File: config.mk
export PLATFORM = sky130hd
export DESIGN_NAME = req_encoder_8_3
export DESIGN_NICKNAME = d
export VERILOG_FILES = /design/src/rtl/req_encoder_8_3.sv
export SDC_FILE = /design/constraint.sdc
export NUM_CORES = 1
export LEC_CHECK = 0
export CAP_MARGIN = 20
export CORE_UTILIZATION = 45
export DETAILED_ROUTE_END_ITERATION = 10
export PLACE_DENSITY = 0.69
export SLEW_MARGIN = 0
export SYNTH_ARGS = -nofsm -noshare
export SYNTH_HDL_FRONTEND = slang
export SYNTH_SLANG_ARGS = --single-unit
File: constraint.sdc
create_clock -name clk -period 3.4 [get_ports clk]
set_clock_uncertainty 0.2 [all_clocks]
set_input_delay 0.34 -clock clk [delete_from_list [all_inputs] [get_ports clk]]
set_output_delay 0.34 -clock clk [all_outputs]
set_load 0.01 [all_outputs]
File: src/rtl/req_encoder_8_3.sv
// Sequential 8-to-3 request encoder: synchronizes per-lane event lines,
// queues rising edges as pending requests and hands out one lane code at a
// time over a valid/ready handshake.
module req_encoder_8_3 #(
  parameter int unsigned SYNC_STAGES    = 2,
  parameter bit          ROUND_ROBIN    = 1'b1,
  parameter bit          REQ_ACTIVE_LOW = 1'b0
) (
  input  logic       clk,
  input  logic       rst,
  input  logic       EN,
  input  logic [7:0] REQ,
  input  logic       READY,
  input  logic       OVF_CLR,
  output logic [2:0] CODE,
  output logic       VALID,
  output logic [7:0] PENDING,
  output logic       OVF,
  output logic [7:0] EVT_CNT
);

  localparam int unsigned LANES = 8;
  localparam int unsigned LW    = 3;

  typedef enum logic {
    IDLE    = 1'b0,
    PRESENT = 1'b1
  } state_t;

  state_t                              state_q;
  logic [LW-1:0]                       ptr_q;
  logic [SYNC_STAGES-1:0][LANES-1:0]   sync_q;
  logic [LANES-1:0]                    hist_q;

  logic [LANES-1:0] req_norm;
  logic [LANES-1:0] evt;
  logic [LANES-1:0] evt_cap;
  logic [LANES-1:0] grant_mask;
  logic [LANES-1:0] held_mask;
  logic [LW-1:0]    sel;
  logic [LW-1:0]    idx;
  logic             found;
  logic             accept;
  logic             grant_fire;
  logic             ovf_evt;

  // Polarity normalization ahead of the synchronizer
  assign req_norm = REQ_ACTIVE_LOW ? ~REQ : REQ;

  // Synchronizer chain plus one history stage for rising-edge detection
  always_ff @(posedge clk or posedge rst) begin
    if (rst) begin
      sync_q <= '0;
      hist_q <= '0;
    end else begin
      sync_q[0] <= req_norm;
      for (int unsigned i = 1; i < SYNC_STAGES; i++) begin
        sync_q[i] <= sync_q[i-1];
      end
      hist_q <= sync_q[SYNC_STAGES-1];
    end
  end

  // Pick the next lane to grant from the pending set
  always_comb begin
    sel   = '0;
    idx   = '0;
    found = 1'b0;
    if (ROUND_ROBIN) begin
      // Scan ptr+1 .. ptr+8, wrapping naturally in 3 bits
      for (int unsigned k = 1; k <= LANES; k++) begin
        idx = ptr_q + LW'(k);
        if (!found && PENDING[idx]) begin
          sel   = idx;
          found = 1'b1;
        end
      end
    end else begin
      for (int unsigned k = 0; k < LANES; k++) begin
        if (!found && PENDING[k]) begin
          sel   = LW'(k);
          found = 1'b1;
        end
      end
    end
  end

  // Event qualification, grant decision and overflow detection
  always_comb begin
    evt        = sync_q[SYNC_STAGES-1] & ~hist_q;
    evt_cap    = EN ? evt : '0;
    accept     = VALID & READY;
    grant_fire = EN & (|PENDING) & (~VALID | READY);
    grant_mask = grant_fire ? (LANES'(1) << sel) : '0;
    // Lane still sitting unaccepted in CODE counts as occupied
    held_mask  = (VALID & ~READY) ? (LANES'(1) << CODE) : '0;
    ovf_evt    = |(evt_cap & ((PENDING & ~grant_mask) | held_mask));
  end

  // Handshake FSM with pending queue, overflow flag and handshake counter
  always_ff @(posedge clk or posedge rst) begin
    if (rst) begin
      state_q <= IDLE;
      ptr_q   <= LW'(LANES - 1);
      CODE    <= '0;
      VALID   <= 1'b0;
      PENDING <= '0;
      OVF     <= 1'b0;
      EVT_CNT <= '0;
    end else begin
      // A same-edge event re-sets a bit the grant is clearing
      PENDING <= (PENDING & ~grant_mask) | evt_cap;
      OVF     <= (OVF & ~OVF_CLR) | ovf_evt;
      if (accept) begin
        EVT_CNT <= EVT_CNT + 8'd1;
      end
      case (state_q)
        IDLE: begin
          if (grant_fire) begin
            state_q <= PRESENT;
            VALID   <= 1'b1;
            CODE    <= sel;
            ptr_q   <= sel;
          end
        end
        PRESENT: begin
          if (READY) begin
            if (grant_fire) begin
              CODE  <= sel;
              ptr_q <= sel;
            end else begin
              state_q <= IDLE;
              VALID   <= 1'b0;
            end
          end
        end
        default: begin
          state_q <= IDLE;
          VALID   <= 1'b0;
        end
      endcase
    end
  end

endmodule

# After elaboration in Yosys (flattened, before gate mapping)
# Cells that the tools add are included.
[totals] ff_bits=49 in_bits=13 output_inout_bits=21 wordCells=113
[op_classes] addsub=8 magnitude_cmp=8 n_eq_ne=3 shifts=2 n_mux=47 bitwise_logic=18 n_reduce_logical=17
[op_table] operator="2-to-1 mux 3 bit" count=12
[op_table] operator="less-than comparator 3 x 4 -> 1 bit (second input constant)" count=8
[op_table] operator="bitwise AND 8 bit" count=3
[op_table] operator="binary-select mux 1 bit (select 3 bit)" count=8
[op_table] operator="2-to-1 mux 8 bit" count=3
[op_table] operator="2-to-1 mux 1 bit" count=20
[op_table] operator="NOT 8 bit" count=2
[op_table] operator="OR 8 bit" count=2
[op_table] operator="OR reduction 8 bit" count=2
[op_table] operator="left shift 1 x 3 -> 8 bit (first input constant)" count=2
[op_table] operator="adder 3 bit (second input constant)" count=4
[op_table] operator="case mux 3 bit (2 select lines)" count=2
[op_table] operator="adder 8 x 1 -> 8 bit (second input constant)" count=1
[op_table] operator="logical AND 1 bit" count=7
[op_table] operator="logical NOT 1 bit" count=7
[op_table] operator="adder 3 x 2 -> 3 bit (second input constant)" count=2
[op_table] operator="inequality test 2 bit (second input constant)" count=3
[op_table] operator="bitwise AND 1 bit" count=5
[op_table] operator="NOT 1 bit" count=4
[op_table] operator="case mux 1 bit (2 select lines)" count=2
[op_table] operator="adder 3 x 1 -> 3 bit (second input constant)" count=1
[op_table] operator="AND reduction 3 bit" count=1
[op_table] operator="OR 1 bit" count=2

# Longest topological paths before layout
# Gate-level depths: netlist of the first run.
[depth] word_depth=33 mapped_depth=13 mapped_depth_nobuf=11

# Worst setup path after synthesis of the first run
# Ideal clock, no wire load.
[synth_path] path_type="register -> register" from="register ptr_q[1]" to="register OVF" setup_ns=0.133 arrival_ns=3.372 required_time_ns=3.067 setup_slack_ns=-0.305 path_stages_with_launch=13 path_buffers=1 cell_sequence="dfstp_2 -> buf_6 -> inv_1 -> ha_1 -> mux2_2 -> nand2b_1 -> o221ai_1 -> or3b_1 -> a32o_1 -> a21o_1 -> o41a_1 -> a2bb2oi_1 -> nand4_1"
[synth_via] elab_chain_cells=33 word_cells_on_any_way=60 classes_between="add/sub: 7; shift: 1; mux: 32; bitwise: 5; reduce/logical: 15"
[synth_rtl] item="from (decl)" line="31" rtl="logic [LW-1:0] ptr_q;"
[synth_rtl] item="from (signal assigned)" line="104" rtl="ptr_q <= LW'(LANES - 1);"
[synth_rtl] item="from (signal assigned)" line="123" rtl="ptr_q <= sel;"
[synth_rtl] item="from (signal assigned)" line="130" rtl="ptr_q <= sel;"
[synth_rtl] item="adder 3 x 1 -> 3 bit" line="72" rtl="idx = ptr_q + LW'(k);"
[synth_rtl] item="binary-select mux 1 bit (select 3 bit)" line="73" rtl="if (!found && PENDING[idx]) begin"
[synth_rtl] item="2-to-1 mux 1 bit (not written as such)" line="73"
[synth_rtl] item="2-to-1 mux 1 bit" line="73"
[synth_rtl] item="logical NOT 1 bit" line="73"
[synth_rtl] item="logical AND 1 bit" line="73"
[synth_rtl] item="2-to-1 mux 1 bit" line="73"
[synth_rtl] item="logical NOT 1 bit" line="73"
[synth_rtl] item="[17 not listed]"
[synth_rtl] item="left shift 1 x 3 -> 8 bit *" line="94" rtl="grant_mask = grant_fire ? (LANES'(1) << sel) : '0;"
[synth_rtl] item="2-to-1 mux 8 bit *" line="94"
[synth_rtl] item="NOT 8 bit *" line="97" rtl="ovf_evt = |(evt_cap & ((PENDING & ~grant_mask) | held_mask));"
[synth_rtl] item="bitwise AND 8 bit *" line="97"
[synth_rtl] item="OR 8 bit *" line="97"
[synth_rtl] item="bitwise AND 8 bit *" line="97"
[synth_rtl] item="OR reduction 8 bit *" line="97"
[synth_rtl] item="OR 1 bit *" line="113" rtl="OVF <= (OVF & ~OVF_CLR) | ovf_evt;"
[synth_rtl] item="to (signal assigned)" line="113"
[synth_rtl] item="to (decl)" line="18" rtl="output logic OVF,"
# Mark *: on every way between the ends. The rest lies on a longest branch, timed or not. The select of a mux whose other input is x is not followed.
# A chain may end at the register's enable or synchronous reset.

# Worst setup path after layout of the first run
# Ends and elaborated chain as after synthesis.

==> results.toml, run 1 <==
[status]
run_status = "finished with violations"
violations_in_the_final_reports = "setup timing"

[timing]
fin_crit_ns = 3.51
slew_headroom_pct = 67.9
post-route-worst-setup-slack_ns = -0.110
final_hold_viol_count = 0
report.final.slew_viol_count = 0
fin_crit_sh_pct = 103
rsz0062_at_grt = "true"
tightest_slew_ns = 0.479
setup_violations = 3
max_clk_rate_ghz = 0.285

[floorplan]
chipWidth_um = 82.6
design.portCount = 34
fp.dieArea_um2 = 6830
height_of_the_chip_um = 82.6
start_util_pct = 46.3
fp-row-count = 29
floorplan_core_area_um2 = 6310

[critical_path]
critPathMaxStageDelay_ns = 0.59
arrival_time_worst_endpoint_ns = 3.49
critical_path.startpoint_type = "flip-flop"
worstPathMaxFanout = 6
timing_worst_setup_path_type = "reg -> reg"
worstPathRequired_ns = 3.38
critical-path-slowest-cell = "dfstp_2"
cp_cell_sequence = "inv_4 -> ha_4 -> buf_8 -> mux2i_4 -> mux2i_2 -> o221ai_4 -> or3b_1 -> a32o_2 -> a21o_1 -> buf_4 -> buf_6 -> o21ai_1 -> nand4_1"
end_kind = "flip-flop"

[grt]
overflow = 0
via_count_of_the_first_global_routing_pass = 2451
grt_pass1_wl_um = 11800
grt_use_total_pct = 23.4
antenna_found_initial = 0
largest_net_degree_at_the_start_of_global_routing = 50

[yosys]
complex_gate_fraction_of_the_synthesized_area_pct = 16.9
yosys.area_share.simple_pct = 16.9
netlist_top_cells_count = "dfrtp_1, nand2_1, inv_1, nor2_1"
seq_cells_post_synth = 49
synth.mux.area_fraction_pct = 14.9
synth_seq_area_share_pct = 42.0
synth_edf_count = 0
synth.avg_cell_area_um2 = 10.9
synth_adder_area_share_pct = 1.28
yosysUniqueCellTypes = 61
synthesis.area_um2 = 2930
net_count_synth = 285
postSynth.asyncResetShare_pct = 100
synth_largest_area_cell = "dfrtp_1"
synth.most_common_cell = "dfrtp_1"
yosys_most_used_dff = "dfrtp_1"
netlist_instances = 269
xor_and_xnor_area_share_after_synthesis_pct = 4.41
synth_top_family_by_area = "compound AO/OA/AOI/OAI gates"
yosys_top_cell_area_share_pct = 39.3
yosys_warnings = 0
synth.area.top_cells = "dfrtp_1, mux4_2, nand2_1"

[clocking]
clock_sink_count = 49
cts_root_buf = "clkbuf_8"
clk_pin_slew_worst_paths_ns = 0.10
cts_made_buffers = 5
tritoncts = "yes"
h_tree_depth = 2
worst_skew_pair.late_latency_ns = 0.30
clock_path_buffers = 2

[drt]
drc = 0
routed_wirelength_um = 7510
vias_per_cell = 5.93
routed_wire_length_per_instance_um = 17.8
first_pass_iters = 4
drt_first_iter_violations = 94
ant_nets = 0
route.vias.total = 2497

[cells_and_area]
instances_no_fill = 421
antenna_cells_inserted = 0
finalInstanceArea_um2 = 3990
area_delta_synth_final_pct = 36.4
final_net_count = 359
filler_cell_count = 506
drive_gt1_share_pct = 33.1

[place]
gp_congestion = 0.944
preCtsSetupSlack_ns = -0.167
placed_cell_area_um2 = 3590
port_buffers = 33
hpwlAfterDp_um = 5410
place_inst = 404

[flow_run]
drv.max_cap_violation_count = 0

[worst_hold_path]
hold_class = "in -> async"
## placed cells by master, fill, tap and decap left out, types with 4 or more instances in the layout
| cell | synthesis | layout |
|---|---|---|
| dfrtp_1 | 46 | 46 |
| clkbuf_8 | 0 | 5 |
| buf_6 | 2 | 6 |
| and3_1 | 4 | 4 |
| a22o_1 | 6 | 6 |
| buf_4 | 1 | 35 |
| o21ai_0 | 9 | 6 |
| xnor2_1 | 7 | 7 |
| nor2_1 | 12 | 10 |
| o211ai_1 | 5 | 5 |
| nand2_1 | 33 | 32 |
| mux2i_1 | 11 | 4 |
| mux2i_4 | 1 | 6 |
| xor2_1 | 4 | 4 |
| inv_1 | 12 | 9 |
| clkdlybuf4s50_1 | 0 | 33 |
| nand3_1 | 9 | 8 |
| mux4_2 | 11 | 11 |
| nor2b_1 | 9 | 9 |
| a31oi_1 | 6 | 6 |
## kinds of logic (layout without fill, tap and decap cells)
group | after synthesis | in the layout
mux | 28 | 28
fa+ha+maj | 3 | 3
simple gates | 94 | 94
flops | 49 | 49
compound gates | 61 | 61
buf+inv | 21 | 96
xor+xnor | 13 | 13
## metrics by stage
step | utilization (%) | hold WS (ns) | setup TNS, ns
2_1_floorplan | - | 0.131 | 0
3_3_place_gp | 56.9 | 0.133 | -0.135
3_5_place_dp | 56.9 | 0.136 | -0.205
4_1_cts | 60.6 | 0.158 | -0.137
5_1_grt | 63.2 | 0.162 | -0.942
6_report | 63.2 | 0.125 | -0.246
## flip-flops by register name, indices dropped and copies added (netlist names)
| register | cells |
|---|---|
| PENDING | 8 |
| ptr_q | 3 |
| state_q | 1 |
| OVF | 1 |
| CODE | 3 |
| sync_q | 16 |
| hist_q | 8 |
| EVT_CNT | 8 |
| VALID | 1 |
## critical path, delay by kind of cell (launching register included)
family                   cells  cell delay, ns
adder cells (fa/ha/maj)      1            0.32
AO/OA/AOI/OAI                4            0.94
flip-flops                   1            0.59
multiplexers                 2            0.39
buffers and inverters        4            0.47
AND/OR/NAND/NOR              2            0.49
## per-layer routing
| layer | global-route usage, % | share of wire (%) | vias to the layer above |
|---|---|---|---|
| met5 | 0 | 0 | - |
| met4 | 9.83 | 2.8 | 0 |
| met3 | 3.08 | 4.7 | 20 |
| met2 | 41.9 | 51 | 91 |
| met1 | 28.1 | 41 | 1235 |
| li1 | - | - | 1151 |
## cell type report
| class | count | area [µm²] | area share (%) |
|---|---|---|---|
| Sequential cell | 49 | 1230 | 30.8 |
| Clock inverter | 3 | 28.8 | 0.721 |
| Inverter | 12 | 47.5 | 1.19 |
| Tap cell | 77 | 96.3 | 2.41 |
| Clock buffer | 5 | 68.8 | 1.72 |
| Timing Repair Buffer | 76 | 696 | 17.4 |
| Multi-Input combinational cell | 199 | 1820 | 45.7 |
## path summary, 6_finish.rpt
check | from | end | cells after the start | slack (ns)
setup / recovery | ptr_q[1] | OVF | 13 | -0.11
hold / removal | rst | PENDING[3] | 2 | 0.13
setup reg to reg | ptr_q[1] | OVF | 13 | -0.11
hold reg to reg | sync_q[0] | sync_q[8] | 0 | 0.15
max in group asynchronous | rst | ptr_q[1] | 3 | 2.31
min in group clk | sync_q[0] | sync_q[8] | 0 | 0.15
## timing repair
item / in CTS / in global routing
gates resized for setup: 18 / 27
setup endpoints to repair: 3 / 10
buffers inserted: 4 / 4
endpoints found under the hold margin: 0 / 0
pin swaps: 8 / 13
hold buffers: 0 / 0
Power of run 1 is not shown: default switching activity piles up to over one toggle a cycle in this logic, so the estimate is an artifact.
==> run 2, diff against run 1 <==
CTS_BUF_LIST = sky130_fd_sc_hd__clkbuf_16   (was unset)
MAX_ROUTING_LAYER = met4   (was unset)
==> run 2 against run 1 <==
Compared with the run above: the flow still finishes with violations (setup timing); count of clock-buffer cells in the layout unchanged; first-iteration DRC count increased by 12%; routed wire length increased by 5.6%; register-to-register slack got worse by 0.02 ns; die area unchanged; utilization decreased by 0.36 points; sequential share of layout area increased by 0.17 points; final cell count decreased by 1.4%.
==> results.toml, run 2 (same netlist as run 1, synthesis figures left out) <==
[critical_path]
critical_path.startpoint_type = "flip-flop"
critPathLaunch = "ptr_q[1]"
end_kind = "flip-flop"
arrival_time_worst_endpoint_ns = 3.49
reg2reg_from = "ptr_q[1]"
critical-path-slowest-cell = "dfstp_2"
timing_worst_setup_path_type = "reg -> reg"
worstPathRequired_ns = 3.36
critPathMaxStageDelay_ns = 0.56
cp_cell_sequence = "inv_4 -> ha_4 -> buf_4 -> mux2i_2 -> a22o_1 -> o211a_1 -> or3b_1 -> a32o_2 -> a21o_4 -> o41a_1 -> a2bb2oi_2 -> nand4_1"
worstPathMaxFanout = 6

[timing]
slew_headroom_pct = 68.4
setup_violations = 3
fin_crit_sh_pct = 104
fin_crit_ns = 3.53
final_hold_viol_count = 0
report.final.slew_viol_count = 0
post-route-worst-setup-slack_ns = -0.128
max_clk_rate_ghz = 0.283
tightest_slew_ns = 0.474
rsz0062_at_grt = "true"

[place]
placed_cell_area_um2 = 3580
gp_congestion = 0.912
port_buffers = 33
hpwlAfterDp_um = 5410

[drt]
routed_wire_length_per_instance_um = 19.1
route.vias.total = 2552
ant_nets = 0
vias_per_cell = 6.15
routed_wirelength_um = 7930
first_pass_iters = 4
drt_first_iter_violations = 105
drc = 0

[cells_and_area]
filler_cell_count = 520
final-seq-area_um2 = 1230
multiInputGateArea_um2 = 1800
area_delta_synth_final_pct = 35.6
largest_register_by_flop_count = "sync_q"
largest_register_ffs = 16
layout.cells.most_common_list = "dfrtp_1, clkdlybuf4s50_1, nand2_1, buf_4, nor2_1"
final_net_count = 353
drive_gt1_share_pct = 31.4
antenna_cells_inserted = 0
finalInstanceArea_um2 = 3970
layout.cells.most_common = "dfrtp_1"

[status]
violations_in_the_final_reports = "setup timing"
run_status = "finished with violations"

[grt]
largest_net_degree_at_the_start_of_global_routing = 50
grt_use_total_pct = 25.1
antenna_found_initial = 0
grt_pass1_wl_um = 12200
overflow = 0
via_count_of_the_first_global_routing_pass = 2437

[clocking]
holdBufCountCts = 0
clk_pin_slew_worst_paths_ns = 0.07
cts_root_buf = "clkbuf_16"
clock_path_buffers = 2
cts_made_buffers = 5
worst_skew_pair.late_latency_ns = 0.29
h_tree_depth = 2
tritoncts = "yes"
clock_sink_count = 49

[floorplan]
design.portCount = 34
height_of_the_chip_um = 82.6
chipWidth_um = 82.6
floorplan_core_area_um2 = 6310
fp.dieArea_um2 = 6830
start_util_pct = 46.3
fp-row-count = 29

[flow_run]
drv.max_cap_violation_count = 0

[worst_hold_path]
hold_class = "in -> async"
run 2: changes by cell type in the layout (fill, tap and decap cells not counted), moves of 3 or more:
cell,change
buf_4,-3
clkbuf_8,-5
buf_6,-4
mux2i_2,+3
clkbuf_16,+5
run 2: metal layers:
metal | global-route usage, % | share of wire, % | vias up
li1 | - | - | 1140
met1 | 30.6 | 40 | 1293
met2 | 43.3 | 53 | 98
met3 | 2.64 | 4.6 | 21
met4 | 8.62 | 2.7 | 0
met5 | - | 0 | -
run 2: final timing paths:
path	endpoint	slack, ns	cells past startpoint
worst max register to register	OVF	-0.13	12
min in group clk	sync_q[11]	0.15	0
max in group asynchronous	ptr_q[2]	2.46	3
worst max-delay path	OVF	-0.13	12
worst min-delay path	OVF	0.04	2
worst min register to register	sync_q[11]	0.15	0
run 2: final cells by class:
class                      instances  share of cell area, %
clock buffer                       5                   3.15
clock inverter                     3                  0.725
inverter                          12                   1.20
multi-input combinational        199                   45.3
sequential                        49                   31.0
tap                               77                   2.43
timing repair buffer              70                   16.2
run 2: critical path, delay by kind of cell, from the launching register on:
family          cells  cell delay [ns]
buf+inv             2             0.20
simple gates        2             0.46
compound gates      6             1.53
mux                 1             0.17
fa+ha+maj           1             0.27
flops               1             0.56
run 2: what timing repair did:
action,CTS,global route
gates cloned,0,0
buffers inserted,3,1
pin swaps,3,7
gates resized for setup,18,18
endpoints found under the setup margin,2,7
run 2: stage by stage:
step / std cells / setup TNS [ns] / hold WS, ns / utilization [%] / setup slack [ns]
after detailed placement: 402 / -0.173 / 0.137 / 56.6 / -0.173
after CTS: 413 / -0.0547 / 0.153 / 60.7 / -0.0533
after global routing: 415 / -0.743 / 0.0767 / 62.8 / -0.201
after floorplan: 269 / 0 / 0.131 / - / 0.00236
final: 415 / -0.226 / 0.0427 / 62.8 / -0.128
after global placement: 402 / -0.129 / 0.133 / 56.6 / -0.129
Power of run 2 is left out for the same reason.
==> run 3, diff against run 2 <==
GPL_ROUTABILITY_DRIVEN = 0   (was unset)
==> run 3 against run 2 <==
Compared with the run above: the flow still finishes with violations (setup timing); design area grew 3.7%; register-to-register slack got worse by 0.02 ns; via count down 0.43%; first-iteration DRC count is 31% higher; critical path depth rose by 2; sequential share of layout area down 1.1 points; routed wire length fell by 5.0%; count of clock-buffer cells in the layout unchanged; global-route usage is 0.85 points lower; die area did not move; fmax shrank 0.62%; critical path type unchanged.
==> results.toml, run 3 (same netlist as run 1, synthesis figures left out) <==
[drt]
ant_nets = 0
drt_first_iter_violations = 138
vias_per_cell = 5.94
routed_wire_length_per_instance_um = 17.6
drc = 0
route.vias.total = 2541
first_pass_iters = 4
routed_wirelength_um = 7540

[clocking]
clock_path_buffers = 2
cts_made_buffers = 5
cts_root_buf = "clkbuf_16"
worst_skew_pair.late_latency_ns = 0.29
clock_sink_count = 49
h_tree_depth = 2
holdBufCountCts = 0
clk_pin_slew_worst_paths_ns = 0.07
tritoncts = "yes"

[timing]
worst_hold_slack_ns = 0.140
setup_violations = 4
fin_crit_sh_pct = 104
report.final.slew_viol_count = 0
rsz0062_at_grt = "true"
slew_headroom_pct = 70.6
max_clk_rate_ghz = 0.282
post-route-worst-setup-slack_ns = -0.150
final_hold_viol_count = 0
fin_crit_ns = 3.55
tightest_slew_ns = 0.440

[cells_and_area]
layout.cells.most_common_list = "dfrtp_1, buf_4, clkdlybuf4s50_1, nand2_1, mux4_2"
layout.cells.most_common = "dfrtp_1"
filler_cell_count = 487
antenna_cells_inserted = 0
largest_register_ffs = 16
final_net_count = 366
drive_gt1_share_pct = 35.3
area_delta_synth_final_pct = 40.7
largest_register_by_flop_count = "sync_q"

[critical_path]
critical_path.startpoint_type = "flip-flop"
crit_path_frequent_cell = "buf_6"
worstPathRequired_ns = 3.36
end_kind = "flip-flop"
arrival_time_worst_endpoint_ns = 3.51
timing_worst_setup_path_type = "reg -> reg"
worstPathMaxFanout = 7
critical-path-slowest-cell = "dfstp_2"
cp_cell_sequence = "inv_4 -> ha_4 -> buf_6 -> buf_6 -> mux2i_4 -> mux4_2 -> and2_4 -> o211ai_1 -> a32o_2 -> nand3b_1 -> buf_4 -> or3_4 -> a2bb2oi_2 -> nand4_1"
critPathMaxStageDelay_ns = 0.55

[place]
hpwlAfterDp_um = 5310
port_buffers = 33

[grt]
grt_pass1_wl_um = 11900
grt_use_total_pct = 24.2
overflow = 0
via_count_of_the_first_global_routing_pass = 2446
antenna_found_initial = 0
largest_net_degree_at_the_start_of_global_routing = 50

[floorplan]
fp.dieArea_um2 = 6830
design.portCount = 34
height_of_the_chip_um = 82.6
floorplan_core_area_um2 = 6310
start_util_pct = 46.3
fp-row-count = 29
chipWidth_um = 82.6

[flow_run]
drv.max_cap_violation_count = 0

[status]
run_status = "finished with violations"
violations_in_the_final_reports = "setup timing"

[worst_hold_path]
hold_class = "in -> async"
run 3: layout make-up:
type / count / area, µm² / area share, %
well taps: 77 / 96.3 / 2.34
inverters: 12 / 47.5 / 1.16
clock buffers: 5 / 125 / 3.04
repair buffers: 83 / 741 / 18.0
flip-flops and latches: 49 / 1230 / 29.9
multi-input cells: 199 / 1850 / 44.9
clock inverters: 3 / 28.8 / 0.699
run 3: per-stage QoR:
stage,util (%),worst slack [ns],cell area (µm²),std cells,setup TNS (ns)
global route,65.2,-0.296,4120,428,-1.16
CTS,62.8,-0.0547,3970,422,-0.0677
global placement,56.9,-0.118,3590,404,-0.121
detailed placement,56.9,-0.185,3590,404,-0.234
floorplan,-,0.00236,2970,269,0
finish,65.2,-0.150,4120,428,-0.327
run 3: critical path, delay by kind of cell, from the launching register on:
kind / cells / cell delay, ns
muxes: 2 / 0.67
adders and majority gates: 1 / 0.28
and+or+nand+nor: 4 / 0.79
buffers and inverters: 4 / 0.49
AOI/OAI and AO/OA: 3 / 0.42
DFF: 1 / 0.55
run 3: timing repair:
action | CTS | global route
endpoints found under the hold margin | 0 | 0
resized for setup | 25 | 17
gates cloned | 0 | 0
setup endpoints to repair | 6 | 7
pin swaps | 15 | 19
setup buffers | 11 | 5
run 3: worst paths after layout:
path	from	endpoint	slack [ns]	cells after the start
worst min-delay path	rst	sync_q[3]	0.14	2
worst max-delay path	ptr_q[1]	OVF	-0.15	14
worst min register to register	sync_q[0]	sync_q[8]	0.15	0
worst max register to register	ptr_q[1]	OVF	-0.15	14
min in group clk	sync_q[0]	sync_q[8]	0.15	0
max in group asynchronous	rst	ptr_q[2]	2.30	3
run 3: per-layer routing:
metal,GRT usage (%),part of all wire (%),vias to the layer above
li1,-,-,1164
met1,28.2,42,1285
met2,42.6,52,82
met3,3.19,4.9,10
met4,9.14,1.4,0
met5,-,0,-
Power of run 3 is left out for the same reason.
